===== config.mk =====
export PLATFORM = sky130hd
export DESIGN_NAME = vreg_addr_seq_flat
export DESIGN_NICKNAME = d
export VERILOG_FILES = /design/src/rtl/vreg_addr_seq_if.sv /design/src/rtl/vreg_addr_seq.sv /design/src/flat_wrapper.sv
export SDC_FILE = /design/constraint.sdc
export NUM_CORES = 1
export LEC_CHECK = 0
export ABC_CLOCK_PERIOD_IN_PS = 2500
export BUFFER_PORTS_ARGS = -buffer_cell sky130_fd_sc_hd__buf_2
export CORE_AREA = 2 2 80 90
export CTS_BUF_LIST = sky130_fd_sc_hd__clkbuf_2
export DETAILED_ROUTE_END_ITERATION = 10
export DIE_AREA = 0 0 82 92
export PLACE_DENSITY = 0.51
export SLEW_MARGIN = 15
export SYNTH_ARGS = -nofsm -noshare
export SYNTH_HDL_FRONTEND = slang
export SYNTH_SLANG_ARGS = --single-unit

===== constraint.sdc =====
create_clock -name clk -period 2.5 [get_ports clk]
set_input_delay 0.25 -clock clk [delete_from_list [all_inputs] [get_ports clk]]
set_output_delay 0.25 -clock clk [all_outputs]
set_load 0.01 [all_outputs]

===== src/rtl/vreg_addr_seq_if.sv =====
`default_nettype none
// +----------------------------------------------------------------------------+
// | Module  : vreg_addr_seq_if                                                 |
// | Brief   : Command-in / beat-out bus of the vector register address seq.   |
// | Revision: 1.0                                                              |
// +----------------------------------------------------------------------------+
interface vreg_addr_seq_if #(
  parameter int ADDR_WIDTH = 5,
  parameter int NUM_CH     = 3
);
  logic                         in_valid;
  logic                         in_ready;
  logic [2:0]                   vlmul;
  logic                         widen;
  logic [NUM_CH-1:0]            rep_mask;
  logic [NUM_CH*ADDR_WIDTH-1:0] base_addr;
  logic                         flush;
  logic                         out_valid;
  logic                         out_ready;
  logic [NUM_CH*ADDR_WIDTH-1:0] addr_out;
  logic                         out_first;
  logic                         out_last;
  logic                         err;
  logic                         idle;

  modport master (
    output in_valid, vlmul, widen, rep_mask, base_addr, flush, out_ready,
    input  in_ready, out_valid, addr_out, out_first, out_last, err, idle
  );

  modport slave (
    input  in_valid, vlmul, widen, rep_mask, base_addr, flush, out_ready,
    output in_ready, out_valid, addr_out, out_first, out_last, err, idle
  );
endinterface
`default_nettype wire


===== src/rtl/vreg_addr_seq.sv =====
`default_nettype none
// +----------------------------------------------------------------------------+
// | Module  : vreg_addr_seq                                                    |
// | Brief   : Expands one LMUL/widen command into per-beat register addresses |
// |           for NUM_CH channels. Define VREG_ADDR_SEQ_ALIGN_CHECK_EN to     |
// |           reject commands whose bases are not group-aligned.              |
// | Revision: 1.0                                                              |
// +----------------------------------------------------------------------------+
module vreg_addr_seq #(
  parameter int ADDR_WIDTH = 5,
  parameter int NUM_CH     = 3
) (
  input  logic           clk,
  input  logic           rst,
  vreg_addr_seq_if.slave bus
);

  typedef enum logic [0:0] {
    S_IDLE = 1'b0,
    S_BUSY = 1'b1
  } state_t;

  state_t                       r_state,    w_state_nxt;
  logic [3:0]                   r_k,        w_k_nxt;
  logic [3:0]                   r_last_idx, w_last_idx_nxt;
  logic                         r_widen,    w_widen_nxt;
  logic [NUM_CH-1:0]            r_rep,      w_rep_nxt;
  logic [NUM_CH*ADDR_WIDTH-1:0] r_base,     w_base_nxt;
  logic                         r_err,      w_err_nxt;

  logic [3:0] w_grp;
  logic [3:0] w_cmd_last;
  logic       w_align_ok;
  logic       w_legal;
  logic       w_accept;
  logic       w_busy;
  logic       w_last;
  logic       w_hs;

  assign w_grp      = bus.vlmul[2] ? 4'd1 : (4'd1 << bus.vlmul[1:0]);
  assign w_cmd_last = bus.widen ? ((w_grp << 1) - 4'd1) : (w_grp - 4'd1);

`ifdef VREG_ADDR_SEQ_ALIGN_CHECK_EN
  localparam int MW = (ADDR_WIDTH > 5) ? ADDR_WIDTH : 5;
  logic [NUM_CH-1:0] w_misalign;

  // Full-rate (non-repeated) channels of a widening op span a double group.
  for (genvar c = 0; c < NUM_CH; c++) begin : g_align
    logic [4:0]    w_size_m1;
    logic [MW-1:0] w_base_ext;
    assign w_size_m1  = (bus.widen && !bus.rep_mask[c]) ? ({w_grp, 1'b0} - 5'd1)
                                                         : ({1'b0, w_grp} - 5'd1);
    assign w_base_ext = MW'(bus.base_addr[c*ADDR_WIDTH +: ADDR_WIDTH]);
    assign w_misalign[c] = |(w_base_ext & MW'(w_size_m1));
  end
  assign w_align_ok = ~|w_misalign;
`else
  assign w_align_ok = 1'b1;
`endif

  assign w_busy   = (r_state == S_BUSY);
  assign w_last   = w_busy && (r_k == r_last_idx);
  assign w_hs     = w_busy && bus.out_ready;
  assign w_legal  = !(bus.widen && (bus.vlmul == 3'd3)) && w_align_ok;

  // A new command may slip in on the same edge the last beat is taken.
  assign bus.in_ready = !rst && !bus.flush && (!w_busy || (w_last && bus.out_ready));
  assign w_accept     = bus.in_valid && bus.in_ready;

  always_comb begin
    w_state_nxt    = r_state;
    w_k_nxt        = r_k;
    w_last_idx_nxt = r_last_idx;
    w_widen_nxt    = r_widen;
    w_rep_nxt      = r_rep;
    w_base_nxt     = r_base;
    w_err_nxt      = 1'b0;
    if (bus.flush) begin
      w_state_nxt = S_IDLE;
      w_k_nxt     = 4'd0;
    end else if (w_accept && w_legal) begin
      w_state_nxt    = S_BUSY;
      w_k_nxt        = 4'd0;
      w_last_idx_nxt = w_cmd_last;
      w_widen_nxt    = bus.widen;
      w_rep_nxt      = bus.rep_mask;
      w_base_nxt     = bus.base_addr;
    end else begin
      w_err_nxt = w_accept;
      if (w_hs) begin
        if (w_last) begin
          w_state_nxt = S_IDLE;
          w_k_nxt     = 4'd0;
        end else begin
          w_k_nxt = r_k + 4'd1;
        end
      end
    end
  end

  always_ff @(posedge clk or posedge rst) begin
    if (rst) begin
      r_state    <= S_IDLE;
      r_k        <= 4'd0;
      r_last_idx <= 4'd0;
      r_widen    <= 1'b0;
      r_rep      <= '0;
      r_base     <= '0;
      r_err      <= 1'b0;
    end else begin
      r_state    <= w_state_nxt;
      r_k        <= w_k_nxt;
      r_last_idx <= w_last_idx_nxt;
      r_widen    <= w_widen_nxt;
      r_rep      <= w_rep_nxt;
      r_base     <= w_base_nxt;
      r_err      <= w_err_nxt;
    end
  end

  // Repeated (narrow) operands advance one register every two beats.
  for (genvar c = 0; c < NUM_CH; c++) begin : g_addr
    logic [3:0] w_off;
    assign w_off = (r_widen && r_rep[c]) ? (r_k >> 1) : r_k;
    assign bus.addr_out[c*ADDR_WIDTH +: ADDR_WIDTH] =
      r_base[c*ADDR_WIDTH +: ADDR_WIDTH] + ADDR_WIDTH'(w_off);
  end

  assign bus.out_valid = w_busy;
  assign bus.out_first = w_busy && (r_k == 4'd0);
  assign bus.out_last  = w_last;
  assign bus.err       = r_err;
  assign bus.idle      = !w_busy && !w_accept && !r_err;

endmodule
`default_nettype wire

===== src/flat_wrapper.sv =====
// flat-port wrapper written by rule: the top's interface ports become plain ports
module vreg_addr_seq_flat 
#(
  parameter int ADDR_WIDTH = 5,
  parameter int NUM_CH     = 3
)
  (clk, rst, bus_in_valid, bus_vlmul, bus_widen, bus_rep_mask, bus_base_addr, bus_flush, bus_out_ready, bus_in_ready, bus_out_valid, bus_addr_out, bus_out_first, bus_out_last, bus_err, bus_idle);
  vreg_addr_seq_if #(.ADDR_WIDTH(ADDR_WIDTH), .NUM_CH(NUM_CH)) bus_i ();
  input  logic clk;
  input  logic rst;
  input wire logic [$bits(bus_i.in_valid)-1:0] bus_in_valid;
  input wire logic [$bits(bus_i.vlmul)-1:0] bus_vlmul;
  input wire logic [$bits(bus_i.widen)-1:0] bus_widen;
  input wire logic [$bits(bus_i.rep_mask)-1:0] bus_rep_mask;
  input wire logic [$bits(bus_i.base_addr)-1:0] bus_base_addr;
  input wire logic [$bits(bus_i.flush)-1:0] bus_flush;
  input wire logic [$bits(bus_i.out_ready)-1:0] bus_out_ready;
  output wire logic [$bits(bus_i.in_ready)-1:0] bus_in_ready;
  output wire logic [$bits(bus_i.out_valid)-1:0] bus_out_valid;
  output wire logic [$bits(bus_i.addr_out)-1:0] bus_addr_out;
  output wire logic [$bits(bus_i.out_first)-1:0] bus_out_first;
  output wire logic [$bits(bus_i.out_last)-1:0] bus_out_last;
  output wire logic [$bits(bus_i.err)-1:0] bus_err;
  output wire logic [$bits(bus_i.idle)-1:0] bus_idle;
  assign bus_i.in_valid = bus_in_valid;
  assign bus_i.vlmul = bus_vlmul;
  assign bus_i.widen = bus_widen;
  assign bus_i.rep_mask = bus_rep_mask;
  assign bus_i.base_addr = bus_base_addr;
  assign bus_i.flush = bus_flush;
  assign bus_i.out_ready = bus_out_ready;
  assign bus_in_ready = bus_i.in_ready;
  assign bus_out_valid = bus_i.out_valid;
  assign bus_addr_out = bus_i.addr_out;
  assign bus_out_first = bus_i.out_first;
  assign bus_out_last = bus_i.out_last;
  assign bus_err = bus_i.err;
  assign bus_idle = bus_i.idle;
  vreg_addr_seq #(.ADDR_WIDTH(ADDR_WIDTH), .NUM_CH(NUM_CH)) u_core (.clk(clk), .rst(rst), .bus(bus_i));
endmodule

==> metrics.sh <==
PWR_DENSITY_CELL_nW_PER_UM2=590.1
PLACEMENT_ROWS=32
DRIVE_GT1_FRAC=0.5212
PORTION_OF_THE_POST_SYNTHESIS_AREA_USED_BY_SEQUENTIAL_ELEMENTS=0.3634
H-TREE-DEPTH=2
POWER_FRAC_SEQ=0.455
PLACE_INST=310
INITIAL_UTILIZATION=0.2969
SW_FRAC_OF_TOTAL=0.3513
COMB_POWER_SHARE=0.396
POWER.INTERNAL_uW=969.9
P_SW_uW=525.2
HIGHEST_ACHIEVABLE_CLOCK_RATE_MHz=401.7
CTS.PATH.MAX_BUFFERS=2
FIN_WORST_SKEW_NS=0.01307
GRT_START_MAX_NET_PINS=30
RELSLEWSLACK=0.7483
DRTITER0DRC=37
TOTAL_LEAKAGE_POWER_uW=0.001206
DRT.ANTENNA.VIOLATING_NETS=0
VIASPERCELL=4.592
WORST_IR_DROP_VDD_mV=0.1526
REGISTER_CLOCK_PIN_SLEW_ON_THE_REPORTED_WORST_SETUP_AND_HOLD_PATHS_NS=0.15
MIN_PERIOD_NS=2.490
LEADING_CELL_TYPE_IN_THE_LAYOUT_FILL_AND_TAPS_EXCLUDED='sky130_fd_sc_hd__buf_2'
PLACE.DETAILED.HPWL_MM=3.004
FINAL_HOLD_VIOL_COUNT=0
WIRELENGTH_MM=4.080
CELLS_AFTER_SYNTHESIS=180
VIAS=1474
POSTSYNTHAREAPERCELL_UM2=11.09
LAYOUT.CELLS.NON_FILLER=321
CTS_BUFFERS=5
CRITPATHLAUNCHTYPE='register'
GRT_ANTENNA_BEFORE_REPAIR=0
SYNTH_NETS=225
FILLCELLCOUNT=693
FINAL_MAX_SLEW_VIOL_COUNT=0
ANTENNA-DIODE-COUNT=0
RSZ0062_AT_GRT='yes'
DRC_ERRORS=0
FINAL_SETUP_VIOLATING_ENDPOINTS=0
WORSTHOLDPATHTYPE='input pin to register'
YOSYS_WARNINGS=0
FIN_CRIT_SH=0.9958
GR-USAGE-ALL-LAYERS=0.1172
DIE_H_UM=92
DESIGN_POWER_TOTAL_uW=1495
WIRE_PER_INST_UM=12.71
SYN_TO_LAYOUT_AREA_DELTA_PCT=26.88
DIEAREA_UM2=7544
DIE_WIDTH_UM=82
FINAL_CELL_MIX='47 x sky130_fd_sc_hd__buf_2, 28 x sky130_fd_sc_hd__dfrtp_1, 15 x sky130_fd_sc_hd__mux2_4'
TNS_NS=0
IOS=48
TRITONCTS_NUM_SINKS=29
STATUS='finished clean'
MAX_FANOUT_ON_CRITICAL_PATH=5
LAYOUT.AREA.SEQ_UM2=726.9
GLOBAL_ROUTE.OVERFLOW_TOTAL=0
TIMING.CRITICAL_PATH.ARRIVAL_NS=2.24
SYNTH_CELL_TYPES=38
FINAL_NETS=281
ITERATION_COUNT_OF_THE_INITIAL_DETAILED_ROUTING_PASS=4
CRITPATHKIND='register to primary output'
DRV.MAX_CAP_VIOLATION_COUNT=0
POSTSYNTHREGISTERBITS=29
INSERTION_DELAY_NS=0.35
TIMING.CRITICAL_PATH.TO_TYPE='primary output'
SYN_AREA_UM2=1997
TRITONCTS='built'
GP_CONGESTION=0.6827
NUMPORTBUFFERS=47
MAX_SLEW.WORST_PIN.SLEW_NS=0.3776
VIA_COUNT_OF_THE_FIRST_GLOBAL_ROUTING_PASS=1509
CP_DATA_REQUIRED_TIME_NS=2.25
COREAREA_UM2=6726
CTS.ROOT.BUFFER_CELL='sky130_fd_sc_hd__clkbuf_2'
MULTI_INPUT_AREA_UM2=1292
GRT_PASS1_WL_MM=6.810
CLOCK_POWER_SHARE=0.149
timing repair:
| item | CTS | global route |
|---|---|---|
| hold buffers | 1 | 0 |
| gates resized for setup | 18 | 22 |
| cloned | 0 | 0 |
| setup buffers | 2 | 1 |
| pin swaps | 8 | 12 |
| hold endpoints to repair | 29 | 0 |
| endpoints found under the setup margin | 4 | 6 |
stage by stage:
stage | worst slack [ns] | hold WS (ns) | util | area (um2)
global route | -0.1385 | 0.07579 | 0.3767 | 2534
floorplan | 0.4087 | 0.3281 | - | 1997
finish | 0.01047 | 0.1093 | 0.3767 | 2534
detailed placement | 0.1949 | 0.3906 | 0.3458 | 2326
global placement | 0.2413 | 0.3928 | 0.3458 | 2326
CTS | -0.03338 | 0.08757 | 0.3624 | 2437
path summary, 6_finish.rpt:
| check | start | end | slack [ns] | cells after the start |
|---|---|---|---|---|
| min in group asynchronous | rst | u_core.r_base[13]$_DFFE_PP0P_ | 0.53 | 4 |
| worst min-delay path | bus_base_addr[12] | u_core.r_base[12]$_DFFE_PP0P_ | 0.11 | 2 |
| max in group asynchronous | rst | u_core.r_widen$_DFFE_PP0P_ | 1.67 | 4 |
| worst min register to register | u_core.r_base[0]$_DFFE_PP0P_ | u_core.r_base[0]$_DFFE_PP0P_ | 0.54 | 1 |
| worst max register to register | u_core.r_k[1]$_DFFE_PP0P_ | u_core.r_rep[1]$_DFFE_PP0P_ | 0.41 | 6 |
| worst max-delay path | u_core.r_widen$_DFFE_PP0P_ | bus_addr_out[14] | 0.01 | 7 |
critical path: stages (launching register included):
cell,delay (ns)
sky130_fd_sc_hd__dfrtp_2,0.50
sky130_fd_sc_hd__nand2_4,0.12
sky130_fd_sc_hd__mux2_4,0.33
sky130_fd_sc_hd__fa_2,0.35
sky130_fd_sc_hd__a21o_1,0.17
sky130_fd_sc_hd__a21oi_2,0.13
sky130_fd_sc_hd__xnor2_1,0.13
sky130_fd_sc_hd__buf_2,0.15
state kept, by name, indices dropped and copies added (netlist names):
| register | count |
|---|---|
| u_core.bus.err | 1 |
| u_core.bus.out_valid | 1 |
| u_core.r_base | 15 |
| u_core.r_k | 4 |
| u_core.r_last_idx | 4 |
| u_core.r_rep | 3 |
| u_core.r_widen | 1 |
layout make-up:
type,instances,area share
multi-input combinational,128,0.5101
sequential,29,0.2869
timing repair buffer,55,0.1225
tap,85,0.04198
inverter,17,0.02519
clock buffer,6,0.01185
clock inverter,1,0.001481
logic make-up after synthesis:
logic type / synth area share
adders and majority gates: 0.1241
AOI/OAI and AO/OA: 0.09587
buffers and inverters: 0.05952
and+or+nand+nor: 0.1128
muxes: 0.1792
DFF: 0.3634
xor gates and xnor gates: 0.06517
power groups by stage:
stage	combinational (uW)	clock (uW)	sequential (uW)
2_1_floorplan	408	0	645
3_3_place_gp	545	0	665
3_5_place_dp	550	0	667
4_1_cts	578	234	663
5_1_grt	668	250	698
6_report	593	222	680
Yosys cell counts, drive strengths merged:
library cell / count / area share
o21ba: 1 / 0.0050
nand3: 4 / 0.010
fa: 3 / 0.030
nor3b: 3 / 0.014
nand4: 3 / 0.017
nor2b: 1 / 0.0031
a21o: 6 / 0.023
dfrtp: 29 / 0.36
clkbuf: 2 / 0.0038
ha: 15 / 0.094
nor3: 5 / 0.013
xor2: 2 / 0.0088
a2bb2oi: 1 / 0.0044
a211oi: 3 / 0.011
a21oi: 6 / 0.015
o21bai: 1 / 0.0038
buf: 4 / 0.024
mux2i: 2 / 0.010
mux2: 26 / 0.17
or3b: 1 / 0.0044
inv: 17 / 0.032
a311oi: 1 / 0.0044
o21a: 1 / 0.0038
xnor2: 12 / 0.056
nand4b: 1 / 0.0044
o21ai: 8 / 0.026
and2: 3 / 0.0094
nor2: 2 / 0.0038
nand2: 16 / 0.030
nor4b: 1 / 0.0044
routing by layer:
layer | wire length [um] | up-vias | share of wire | GRT usage
li1 | - | 734 | - | -
met1 | 1715 | 709 | 0.42 | 0.1388
met2 | 2109 | 27 | 0.52 | 0.2033
met3 | 214 | 4 | 0.052 | 0.03248
met4 | 40 | 0 | 0.0098 | 0.03333
met5 | 0 | - | 0 | 0
Power figures use the tool's default switching activity.
